File: src/rtl/v14_pulse_generator.sv
// v14_pulse_generator
//
// Synthetic detector-pulse source standing in for the ADC feed of the v14
// trapezoidal shaping chain. Each accepted trigger produces one pulse on top
// of a programmable pedestal: a linear rise over 2^RISE_SHIFT samples that
// lands exactly on the requested amplitude, followed by a shift-based
// exponential decay (tau ~ 2^DECAY_SHIFT samples) back to the pedestal.
//
// Parameters:
//   DATA_W       sample width (signed two's complement output)
//   RISE_SHIFT   rise length is 2^RISE_SHIFT samples (must be >= 1)
//   DECAY_SHIFT  per-sample decay is acc >> DECAY_SHIFT
//
// Ports:
//   clk          sample clock, rising edge; output settles on posedge so the
//                filter can sample it on negedge
//   reset        asynchronous, active-high
//   start        trigger request, accepted only while ready
//   amplitude    unsigned pulse height (DATA_W-1 bits), latched at accept
//   baseline     signed pedestal, tracked while idle, frozen during a pulse
//   ready        high while idle
//   pulse_done   one-cycle strobe at the end of a pulse (or of a skipped one)
//   dropped_cnt  saturating count of start requests seen while busy
//   output_data  registered, clamped sample baseline + pulse
module v14_pulse_generator #(
  parameter int DATA_W      = 12,
  parameter int RISE_SHIFT  = 2,
  parameter int DECAY_SHIFT = 4
) (
  input  logic              clk,
  input  logic              reset,
  input  logic              start,
  input  logic [DATA_W-2:0] amplitude,
  input  logic [DATA_W-1:0] baseline,
  output logic              ready,
  output logic              pulse_done,
  output logic [7:0]        dropped_cnt,
  output logic [DATA_W-1:0] output_data
);

  localparam int AW = DATA_W - 1;
  localparam logic [RISE_SHIFT-1:0] RISE_LAST = {RISE_SHIFT{1'b1}};
  localparam logic [DATA_W-1:0]     OUT_MAX   = {1'b0, {(DATA_W-1){1'b1}}};
  localparam logic [DATA_W-1:0]     OUT_MIN   = {1'b1, {(DATA_W-1){1'b0}}};

  typedef enum logic [1:0] {IDLE, RISE, DECAY} state_t;

  state_t                state, state_next;
  logic [AW-1:0]         acc, acc_next;
  logic [AW-1:0]         step, step_next;
  logic [AW-1:0]         amp_l, amp_next;
  logic [RISE_SHIFT-1:0] rise_cnt, rise_cnt_next;
  logic [DATA_W-1:0]     base_l, base_next;
  logic                  done_next;
  logic [7:0]            drop_next;
  logic [DATA_W:0]       sum;
  logic [DATA_W-1:0]     out_next;
  logic                  amp_small;
  logic                  acc_small;

  // "value < 2^DECAY_SHIFT" expressed as "no bits left above the shift".
  assign amp_small = ((amplitude >> DECAY_SHIFT) == '0);
  assign acc_small = ((acc >> DECAY_SHIFT) == '0);

  assign ready = (state == IDLE);

  always_comb begin
    state_next    = state;
    acc_next      = acc;
    step_next     = step;
    amp_next      = amp_l;
    rise_cnt_next = rise_cnt;
    base_next     = base_l;
    done_next     = 1'b0;
    drop_next     = dropped_cnt;
    sum           = '0;
    out_next      = '0;

    case (state)
      IDLE: begin
        acc_next  = '0;
        base_next = baseline;
        if (start) begin
          amp_next  = amplitude;
          step_next = amplitude >> RISE_SHIFT;
          if (amp_small) begin
            // Too small to decay meaningfully: report completion immediately.
            done_next = 1'b1;
          end else begin
            acc_next      = amplitude >> RISE_SHIFT;
            rise_cnt_next = RISE_SHIFT'(1);
            state_next    = RISE;
          end
        end
      end
      RISE: begin
        if (rise_cnt == RISE_LAST) begin
          // Snap to the exact amplitude so step truncation never shows at the peak.
          acc_next   = amp_l;
          state_next = DECAY;
        end else begin
          acc_next      = acc + step;
          rise_cnt_next = rise_cnt + RISE_SHIFT'(1);
        end
      end
      DECAY: begin
        if (acc_small) begin
          // The shift term has reached zero; finish instead of stalling.
          acc_next   = '0;
          done_next  = 1'b1;
          state_next = IDLE;
        end else begin
          acc_next = acc - (acc >> DECAY_SHIFT);
        end
      end
      default: begin
        state_next = IDLE;
      end
    endcase

    if ((state != IDLE) && start && (dropped_cnt != 8'hFF)) begin
      drop_next = dropped_cnt + 8'd1;
    end

    // One extra bit of headroom, then saturate instead of wrapping.
    sum = {base_l[DATA_W-1], base_l} + {2'b00, acc};
    if (sum[DATA_W] != sum[DATA_W-1]) begin
      out_next = sum[DATA_W] ? OUT_MIN : OUT_MAX;
    end else begin
      out_next = sum[DATA_W-1:0];
    end
  end

  always_ff @(posedge clk or posedge reset) begin
    if (reset) begin
      state       <= IDLE;
      acc         <= '0;
      step        <= '0;
      amp_l       <= '0;
      rise_cnt    <= '0;
      base_l      <= '0;
      pulse_done  <= 1'b0;
      dropped_cnt <= 8'd0;
      output_data <= '0;
    end else begin
      state       <= state_next;
      acc         <= acc_next;
      step        <= step_next;
      amp_l       <= amp_next;
      rise_cnt    <= rise_cnt_next;
      base_l      <= base_next;
      pulse_done  <= done_next;
      dropped_cnt <= drop_next;
      output_data <= out_next;
    end
  end

endmodule
File: config.mk
export PLATFORM = sky130hd
export DESIGN_NAME = v14_pulse_generator
export DESIGN_NICKNAME = d
export VERILOG_FILES = /design/src/rtl/v14_pulse_generator.sv
export SDC_FILE = /design/constraint.sdc
export NUM_CORES = 1
export LEC_CHECK = 0
export ABC_AREA = 1
export BUFFER_PORTS_ARGS = -buffer_cell sky130_fd_sc_hd__buf_2
export CORE_UTILIZATION = 45
export CTS_BUF_LIST = sky130_fd_sc_hd__clkbuf_8
export DETAILED_ROUTE_END_ITERATION = 16
export PLACE_DENSITY = 0.69
export SLEW_MARGIN = 15
export SYNTH_ARGS = -nofsm -noshare
export SYNTH_HDL_FRONTEND = slang
export SYNTH_SLANG_ARGS = --single-unit
File: constraint.sdc
create_clock -name clk -period 2.7 [get_ports clk]
set_input_delay 0.27 -clock clk [delete_from_list [all_inputs] [get_ports clk]]
set_output_delay 0.27 -clock clk [all_outputs]
set_load 0.01 [all_outputs]
==> metrics.md, run 1 <==
| Metric | Value |
|---|---|
| Status | `complete, no violations` |
| Crit path DAT | `2420 ps` |
| Max-cap violations | `0` |
| Clk pwr share | `13.2%` |
| Vias per inst | `about 5.2` |
| Initial DRC count | `232` |
| Starting density of the core | `47.4%` |
| CTS sink cnt | `59` |
| Row count | `34` |
| FFs w/ async S/R, synth | `100%` |
| Fin. Hold Viols | `0` |
| CTS tree | `built` |
| Setup WS post-layout | `547 ps` |
| Worst path slowest cell | `fa_1` |
| Area Growth Syn to Fin | `13.8%` |
| CTS H-tree lvls | `3` |
| CTS Buf Count | `9` |
| Dominant cell type by area after synthesis | `dfrtp_1` |
| NetSw | `~3.5 mW` |
| Worst hold-check path type | `in2async` |
| Design area | `4800 µm²` |
| Total Neg Setup Slack | `0 ps` |
| Leakage | `2.55 nW` |
| Die Width | `98.8 µm` |
| Post-route clock period utilization | `79.7%` |
| Ys flop type | `dfrtp_1` |
| Pint | `3.55 mW` |
| Worst Setup Start Kind | `flip-flop` |
| Synthesized Nets | `between 600 and 700` |
| Vias post-DR | `3942` |
| Share of layout cells above drive strength 1 | `12.9%` |
| ANT nets after route | `0` |
| Routability congestion estimate from global placement | `0.934` |
| Clock tree buffer depth | `2` |
| Top-area cell type share of the netlist area | `35.0%` |
| Dpl cells | `737` |
| Setup crit end kind | `flip-flop` |
| DR WL/cell | `13.8 µm` |
| Fill cells | `870` |
| Setup WS pre-CTS | `566 ps` |
| Fmax | `464 MHz` |
| Total power | `7.01 mW` |
| Flops & latches, synth | `59` |
| Initial DRT Pass Iterations | `7` |
| Sequential power share | `roughly a quarter` |
| Largest net degree at the start of global routing | `32` |
| Syn_area_per_cell | `7.15 µm²` |
| Setup slack, reg-to-reg | `550 ps` |
| Post-CTS Setup Repair Bufs | `0` |
| Total core area | `8890 µm²` |
| Most common cell in the netlist | `nand2_1` |
| Fin Clk Skew | `around 9.7 ps` |
| Total Routing Usage GR | `23.2%` |
| Critical Path Start | `acc[0]` |
| Cts repair resizes | `0` |
| Switching Share | `49.4%` |
| Finish-stage setup viols | `0` |
| Crit path depth | `11` |
| Reg clk slew, reported paths | `about 70 ps` |
| NumNets Final | `roughly 700` |
| Post-synth EDFFs | `0` |
| DP Wirelength | `around 8000 µm` |
| I/O pin count | `48` |
| Top cells by area, synth | `dfrtp_1 35%, nand2_1 19%, ha_1 9.8%` |
| Clock Tree Root | `clkbuf_8` |
| Fin util | `53.9%` |
| Crit path time final | `2150 ps` |
| Final non-filler cell total | `752` |
| VDD IR-drop max | `about 520 µV` |
| Global-route wire length before repair | `18000 µm` |
| Reg2Reg Capture Point | `output_data[4]` |
| Die height | `about 100 µm` |
| Synthesis Warnings | `0` |
| Grt total ovfl | `0` |
| DRC Markers | `0` |
| Crit path max fanout | `11` |
| Synth Cell Area | `about 4200 µm²` |
| Max-slew violation count | `0` |
| Placement Cell Area | `4570 µm²` |
| Antenna violations before repair | `0` |
| R2R Path Start | `acc[0]` |
| Family with the most delay on the worst path | `simple AND/OR/NAND/NOR gates` |
| Yosys cell types | `35` |
| Ant diodes | `0` |
| Buffers and inverters on the worst path | `2` |
| Post-Synthesis Cells | `589` |
| Comb power frac | `62.3%` |
| CP Cell Sequence | `ha_1 -> inv_1 -> fa_1 -> inv_1 -> nand3_1 -> nand2_1 -> nand3_1 -> and3_4 -> nand2_2 -> nand3_2 -> nand2_1` |
| Worst R2R Path Depth | `11` |
| Register area share after synthesis | `about a third` |
| # hold bufs at CTS | `0` |
| CP peak stage delay | `420 ps` |
| IO buf count | `47` |
| RSZ-0062 raised after global routing | `false` |
| Die ar. | `about 9800 µm²` |
| Setup crit end | `output_data[4]` |
| Commonest cells post-synth | `211 x nand2_1, 59 x dfrtp_1, 58 x inv_1` |
| Slew @ Worst Pin | `between 600 and 700 ps` |
| Worst-Skew Late Latency | `~340 ps` |
| DRT Wirelength | `10300 µm` |
| Pwr Density | `1460 nW/µm²` |
| Req. time, crit path | `approximately 3000 ps` |
| Setup CP Type | `reg2reg` |
| Min Hold Slack | `4.63 ps` |
| Max-slew headroom | `53.7%` |
| Vias in the first global route | `3711` |
[routing by layer]
metal / track usage, % / up-vias / share of wire [%]
met5: 0 / - / 0
met4: 7.81 / 0 / 1.6
met3: 3.90 / 14 / 4.5
met2: 37.0 / 108 / 46
met1: 32.1 / 1813 / 48
li1: - / 2007 / -
[cell type report]
cell class	instances	area [µm²]	share of cell area, %
timing repair buffer	51	278	5.79
tap	108	135	2.82
inverter	61	229	4.77
multi-input combinational	458	2450	51.1
clock inverter	4	73.8	1.54
clock buffer	11	151	3.16
sequential	59	1480	30.8
[registers in the layout, indices dropped and copies added, names as in the netlist]
signal and count:
dropped_cnt 8, rise_cnt 2, pulse_done 1, output_data 12, state 2, amp_l 11
acc 11, base_l 12
[cells by family (layout without fill, tap and decap cells)]
| logic type | after synthesis | after routing | share of synthesized area, % |
|---|---|---|---|
| and+or+nand+nor | 342 | 342 | 34.7 |
| buffers and inverters | 72 | 127 | 6.74 |
| DFF | 59 | 59 | 35.0 |
| AOI/OAI and AO/OA | 58 | 58 | 7.43 |
| adders and majority gates | 36 | 36 | 11.2 |
| xor gates and xnor gates | 17 | 17 | 3.53 |
| muxes | 5 | 5 | 1.34 |
[worst register-to-register path: stages (launching register included)]
cell and delay (ps):
dfrtp_1 380, ha_1 200, inv_1 90, fa_1 420, inv_1 110, nand3_1 70, nand2_1 120, nand3_1 90
and3_4 190, nand2_2 70, nand3_2 200, nand2_1 140
[power by group through the flow]
stage          Clock (mW)  Sequential, mW  Combinational, mW
6_report            0.926            1.72               4.36
5_1_grt             0.989            1.78               5.01
4_1_cts             0.945            1.72               4.34
3_5_place_dp            0            1.73               4.31
3_3_place_gp            0            1.72               4.27
2_1_floorplan           0            1.65               3.33
[cells in the final DEF (no fill, tap or decap), types with 3 or more instances in the layout]
cell and n:
nand2_1 211, dfrtp_1 59, inv_1 57, nand3_1 52, buf_2 47, nor2_1 43, ha_1 33, a21oi_1 25
o21ai_0 25, clkbuf_8 11, nand3b_1 10, nand4_1 9, xor2_1 9, xnor2_1 8, mux2_2 5, nor3_1 5
nand2_2 4, fa_1 3, buf_4 3
[worst min path at each step]
stage                      from   endpoint  slack (ps)  cells after the start
floorplan           baseline[6]  base_l[6]         380                      2
global placement          reset  base_l[4]         380                      2
detailed placement        reset  base_l[4]         400                      2
CTS                       reset  base_l[9]          30                      2
global route              reset  base_l[4]          70                      2
finish                    reset  base_l[9]           5                      2
(Power assumes the default switching activity.)
==> run 2, diff against run 1 <==
==> constraint.sdc (replaced) <==
create_clock -name clk -period 2.2 [get_ports clk]
set_input_delay 0.22 -clock clk [delete_from_list [all_inputs] [get_ports clk]]
set_output_delay 0.22 -clock clk [all_outputs]
set_load 0.01 [all_outputs]
==> run 2 against run 1 <==
Global-route usage rose by 0.094 points; utilization rose by 0.39 points; critical path type unchanged; routed wire length rose by 4.5%; sequential share of layout area fell by 0.20 points; largest cell class unchanged; cell count rose by 0.80%; fmax rose by 4.6%; critical endpoint is now acc[9]; flip-flop and latch count did not move; hold slack improved by 40 ps; clock power rose by 16%; first-iteration DRC count fell by 18%; cell area rose by 0.73%.
==> metrics.md, run 2 (synthesis results as in run 1) <==
| Metric | Value |
|---|---|
| Status | `complete, no violations` |
| Leakage | `2.57 nW` |
| Largest net degree at the start of global routing | `38` |
| Fill cells | `between 800 and 900` |
| Worst hold-check path type | `in2async` |
| Global-route wire length before repair | `approximately 18000 µm` |
| Die Width | `98.8 µm` |
| Fmax | `486 MHz` |
| IO buf count | `47` |
| VDD IR-drop max | `just over 700 µV` |
| Crit path time final | `2060 ps` |
| Max-slew violation count | `0` |
| Routability congestion estimate from global placement | `roughly 1.0` |
| DRT Wirelength | `10800 µm` |
| Fin Clk Skew | `roughly 8.1 ps` |
| Vias post-DR | `4070` |
| Row count | `34` |
| Setup crit end kind | `flip-flop` |
| DRC Markers | `0` |
| Total Routing Usage GR | `23.3%` |
| NumNets Final | `708` |
| Multi-input logic area | `2470 µm²` |
| I/O pin count | `between 40 and 50` |
| Design area | `between 4000 and 5000 µm²` |
| FF/Latch Area | `1480 µm²` |
| Setup CP Type | `reg2reg` |
| Share of layout cells above drive strength 1 | `14.3%` |
| Ant diodes | `0` |
| Area Growth Syn to Fin | `14.7%` |
| # hold bufs at CTS | `0` |
| Grt total ovfl | `0` |
| CTS tree | `built` |
| DP Wirelength | `8400 µm` |
| Crit path max fanout | `6` |
| Req. time, crit path | `2420 ps` |
| Most frequent cells in the layout | `210 x nand2_1, 58 x inv_1, 58 x dfrtp_1` |
| Initial DRC count | `between 150 and 200` |
| Max-slew headroom | `45.9%` |
| Post-route clock period utilization | `93.6%` |
| CTS Buf Count | `9` |
| CTS sink cnt | `59` |
| CTS H-tree lvls | `3` |
| Min Hold Slack | `44.9 ps` |
| Clock Tree Root | `clkbuf_8` |
| Die ar. | `9750 µm²` |
| Reg clk slew, reported paths | `around 70 ps` |
| Pwr Density | `1810 nW/µm²` |
| Clock tree buffer depth | `2` |
| Starting density of the core | `47.4%` |
| Vias in the first global route | `3872` |
| Antenna violations before repair | `0` |
| Die height | `between 90 and 100 µm` |
| Max-cap violations | `0` |
| Vias per inst | `5.37` |
| Crit path DAT | `2280 ps` |
| Commonest non-fill, non-tap cell in the layout | `nand2_1` |
| Initial DRT Pass Iterations | `4` |
| Finish-stage setup viols | `0` |
| Fin. Hold Viols | `0` |
| Slew @ Worst Pin | `811 ps` |
| DR WL/cell | `between 10 and 15 µm` |
| Worst-Skew Late Latency | `330 ps` |
| Placement Cell Area | `about 4600 µm²` |
| Total Neg Setup Slack | `0 ps` |
| Total core area | `about 9000 µm²` |
| ANT nets after route | `0` |
| Top Registers | `base_l: 12 flops, output_data: 12 flops` |
| Worst Setup Start Kind | `flip-flop` |
run 2: path summary, 6_finish.rpt:
kind	start	end	slack [ps]	depth (start not counted)
max	acc[8]	acc[9]	140	10
min	reset	dropped_cnt[0]	40	2
max reg2reg	acc[8]	acc[9]	140	10
min reg2reg	base_l[10]	base_l[10]	480	2
max in group asynchronous	reset	output_data[5]	1500	3
min in group clk	baseline[3]	base_l[3]	80	3
run 2: area by class of cell:
cell class,count,area share (%)
Clock buffer,9,2.56
Timing Repair Buffer,57,6.42
Tap cell,108,2.80
Multi-Input combinational cell,458,51.2
Inverter,61,4.74
Clock inverter,6,1.71
Sequential cell,59,30.6
run 2: metrics by stage:
stage	power [mW]	instances	utilization, %	setup slack (ps)
2_1_floorplan	6.12	589	-	295
3_3_place_gp	7.44	743	51.8	113
3_5_place_dp	7.52	743	51.8	57.3
4_1_cts	8.64	758	54.1	49.2
5_1_grt	9.62	758	54.3	-6.96
6_report	8.73	758	54.3	141
run 2: power breakdown:
part | leakage [nW] | switching [mW] | internal (mW)
Sequential | 0.710 | 0.487 | 1.62
Combinational | 1.74 | 3.43 | 2.12
Clock | 0.110 | 0.447 | 0.626
Total | 2.57 | 4.36 | 4.37
run 2: routing by layer:
metal / GRT usage (%) / vias to the layer above / routed length, µm
met2: 38.7 / 137 / 5030
met4: 9.53 / 0 / 334
met5: 0 / - / 0
met1: 30.7 / 1888 / 4930
li1: - / 2019 / -
met3: 3.26 / 26 / 512
run 2: critical path, stage by stage (launching register included):
cell and delay, ps:
dfrtp_1 490, inv_1 140, ha_1 370, a21oi_1 340
nand2_1 90, nand2_1 80, nand4_1 80, nand3_1 120
nand3_1 80, nand2_1 90, nand2_1 60
run 2: what timing repair did:
item,CTS,global route
gates resized for setup,0,6
endpoints found under the setup margin,0,13
setup buffers,0,0
==> run 3, diff against run 2 <==
--- a/config.mk
+++ b/config.mk
@@ -10,7 +10,7 @@
 export CORE_UTILIZATION = 45
 export CTS_BUF_LIST = sky130_fd_sc_hd__clkbuf_8
 export DETAILED_ROUTE_END_ITERATION = 16
-export PLACE_DENSITY = 0.69
+export PLACE_DENSITY = 0.74
 export SLEW_MARGIN = 15
 export SYNTH_ARGS = -nofsm -noshare
 export SYNTH_HDL_FRONTEND = slang
==> run 3 against run 2 <==
Combinational power about the same; power down 1.0%; global-route usage hardly changed; hold slack improved by 34 ps; first-iteration DRC count grew 46%; fmax is essentially flat; cell count increased by 0.40%; register-to-register slack hardly changed; non-clock buffer count is 2 higher; routed wire length is 1.4% lower; utilization increased by 0.21 points; flip-flop and latch count unchanged; critical path type unchanged.
==> metrics.md, run 3 (synthesis results as in run 1) <==
| Metric | Value |
|---|---|
| ANT nets after route | `0` |
| CP Cell Sequence | `ha_1 -> fa_1 -> inv_1 -> nand2_1 -> nand2_1 -> nand3_1 -> nand3_1 -> nand2_1 -> nand3_1 -> nand3_1 -> nand2_1 -> nand2_1` |
| Area Growth Syn to Fin | `15.1%` |
| CP dominant cell by count | `nand2_1` |
| Starting density of the core | `47.4%` |
| Switching Share | `around half` |
| Post-route clock period utilization | `a little over 90%` |
| Vias post-DR | `4042` |
| Total core area | `8890 µm²` |
| Fin util | `54.5%` |
| Crit path DAT | `2290 ps` |
| DRT Wirelength | `10600 µm` |
| Worst hold path depth | `3` |
| Clock Tree Root | `clkbuf_8` |
| Worst R2R Path Depth | `12` |
| Max-slew headroom | `57.9%` |
| NumNets Final | `710` |
| IO buf count | `47` |
| Initial DRC count | `277` |
| CTS tree | `built` |
| Total Neg Setup Slack | `0 ps` |
| RSZ-0062 raised after global routing | `false` |
| Status | `complete, no violations` |
| Comb power frac | `64.3%` |
| Commonest non-fill, non-tap cell in the layout | `nand2_1` |
| Hold Path Origin | `baseline[7]` |
| WHS Endpoint | `base_l[7]` |
| NetSw | `4.36 mW` |
| CTS Buf Count | `9` |
| Ant diodes | `0` |
| Reg2Reg Capture Point | `acc[10]` |
| Clk pwr share | `11.3%` |
| Row count | `34` |
| Worst hold-check path type | `in2reg` |
| Most frequent cells in the layout | `211 x nand2_1, 59 x dfrtp_1, 58 x inv_1` |
| Req. time, crit path | `2430 ps` |
| I/O pin count | `between 40 and 50` |
| Die ar. | `9750 µm²` |
| Crit path max fanout | `5` |
| Setup slack, reg-to-reg | `140 ps` |
| Total Routing Usage GR | `about a quarter` |
| Pwr Density | `1780 nW/µm²` |
| Initial DRT Pass Iterations | `5` |
| CTS sink cnt | `59` |
| Worst path slowest cell | `dfrtp_1` |
| Largest net degree at the start of global routing | `37` |
| Leakage | `approximately 2.6 nW` |
| DRC Markers | `0` |
| Crit path time final | `2060 ps` |
| DR WL/cell | `between 10 and 15 µm` |
| Fin. Hold Viols | `0` |
| Vias per inst | `5.31` |
| R2R Path Start | `acc[4]` |
| Max-cap violations | `0` |
| Max-slew violation count | `0` |
| Share of layout cells above drive strength 1 | `14.5%` |
| CTS H-tree lvls | `3` |
| Grt total ovfl | `0` |
| Pint | `4.28 mW` |
| Fin Clk Skew | `10.5 ps` |
| VDD IR-drop max | `776 µV` |
| Routability congestion estimate from global placement | `0.981` |
| Worst Setup Start Kind | `flip-flop` |
| Reg clk slew, reported paths | `70 ps` |
| Finish-stage setup viols | `0` |
| Setup CP Type | `reg2reg` |
| Clock tree buffer depth | `2` |
| Vias in the first global route | `approximately 3800` |
| Sequential power share | `roughly a quarter` |
| Antenna violations before repair | `0` |
| DP Wirelength | `about 8300 µm` |
| Fmax | `486 MHz` |
| Slew @ Worst Pin | `632 ps` |
| Die height | `98.8 µm` |
| Global-route wire length before repair | `18000 µm` |
| Worst-Skew Late Latency | `340 ps` |
| Die Width | `98.8 µm` |
| Setup crit end kind | `flip-flop` |
| Top Registers | `base_l: 12 flops, output_data: 12 flops` |
| CP peak stage delay | `470 ps` |
==> run 3: cell types whose count changed in the layout (fill, tap and decap cells not counted), sizes merged <==
cell         previous run  this run
clkinv                  5         4
dlygate4sd3             0         1
clkinvlp                0         3
bufinv                  2         1
buf                    57        58
==> run 3: how the worst max path moves through the flow <==
stage / to / depth (start not counted) / from
floorplan: output_data[10] / 12 / acc[0]
global placement: output_data[6] / 11 / acc[0]
detailed placement: output_data[10] / 11 / acc[0]
CTS: output_data[10] / 11 / acc[0]
global route: acc[7] / 10 / acc[4]
finish: acc[10] / 12 / acc[4]
==> run 3: cell type report <==
type | instances | area (µm²)
fillers | 820 | 4040
clock buffers | 9 | 124
inverters | 61 | 229
well taps | 108 | 135
flip-flops and latches | 59 | 1480
repair buffers | 59 | 340
clock inverters | 7 | 70.1
multi-input cells | 458 | 2470
==> run 3: metrics by stage <==
stage               std cells  worst slack, ps  total power, mW  area [µm²]  hold slack (ps)
floorplan                 589              295             6.12        4210              332
global placement          743              144             7.39        4620              281
detailed placement        743             49.0             7.53        4620              292
CTS                       760             37.5             8.55        4820             77.1
global route              761             9.09             9.53        4850             87.2
finish                    761              142             8.64        4850             78.6
==> run 3: worst max-delay path, delay by kind of cell, from the launching register on <==
kind                     cells  cell delay (ps)
AND/OR/NAND/NOR              9              780
buffers and inverters        1               80
adder cells (fa/ha/maj)      2              630
flip-flops                   1              470
==> run 3: repair_timing <==
| action | in CTS | in global routing |
|---|---|---|
| setup buffers | 0 | 1 |
| hold buffers | 1 | 0 |
| endpoints found under the hold margin | 23 | 0 |
| setup endpoints to repair | 0 | 13 |
| gates resized for setup | 0 | 6 |
==> run 3: power groups by stage <==
stage          combinational (mW)  clock, mW  sequential, mW
2_1_floorplan                4.09          0            2.03
3_3_place_gp                 5.30          0            2.10
3_5_place_dp                 5.41          0            2.12
4_1_cts                      5.46      0.989            2.10
5_1_grt                      6.33       1.03            2.17
6_report                     5.56      0.974            2.11
==> run 3: layer usage <==
layer  GRT usage, %  vias to the layer above  wire (µm)
met3           4.40                       23        663
met1           30.8                     1853       4800
met2           37.9                      146       4940
met5              0                        -          0
li1               -                     2020          -
met4           9.30                        0        244
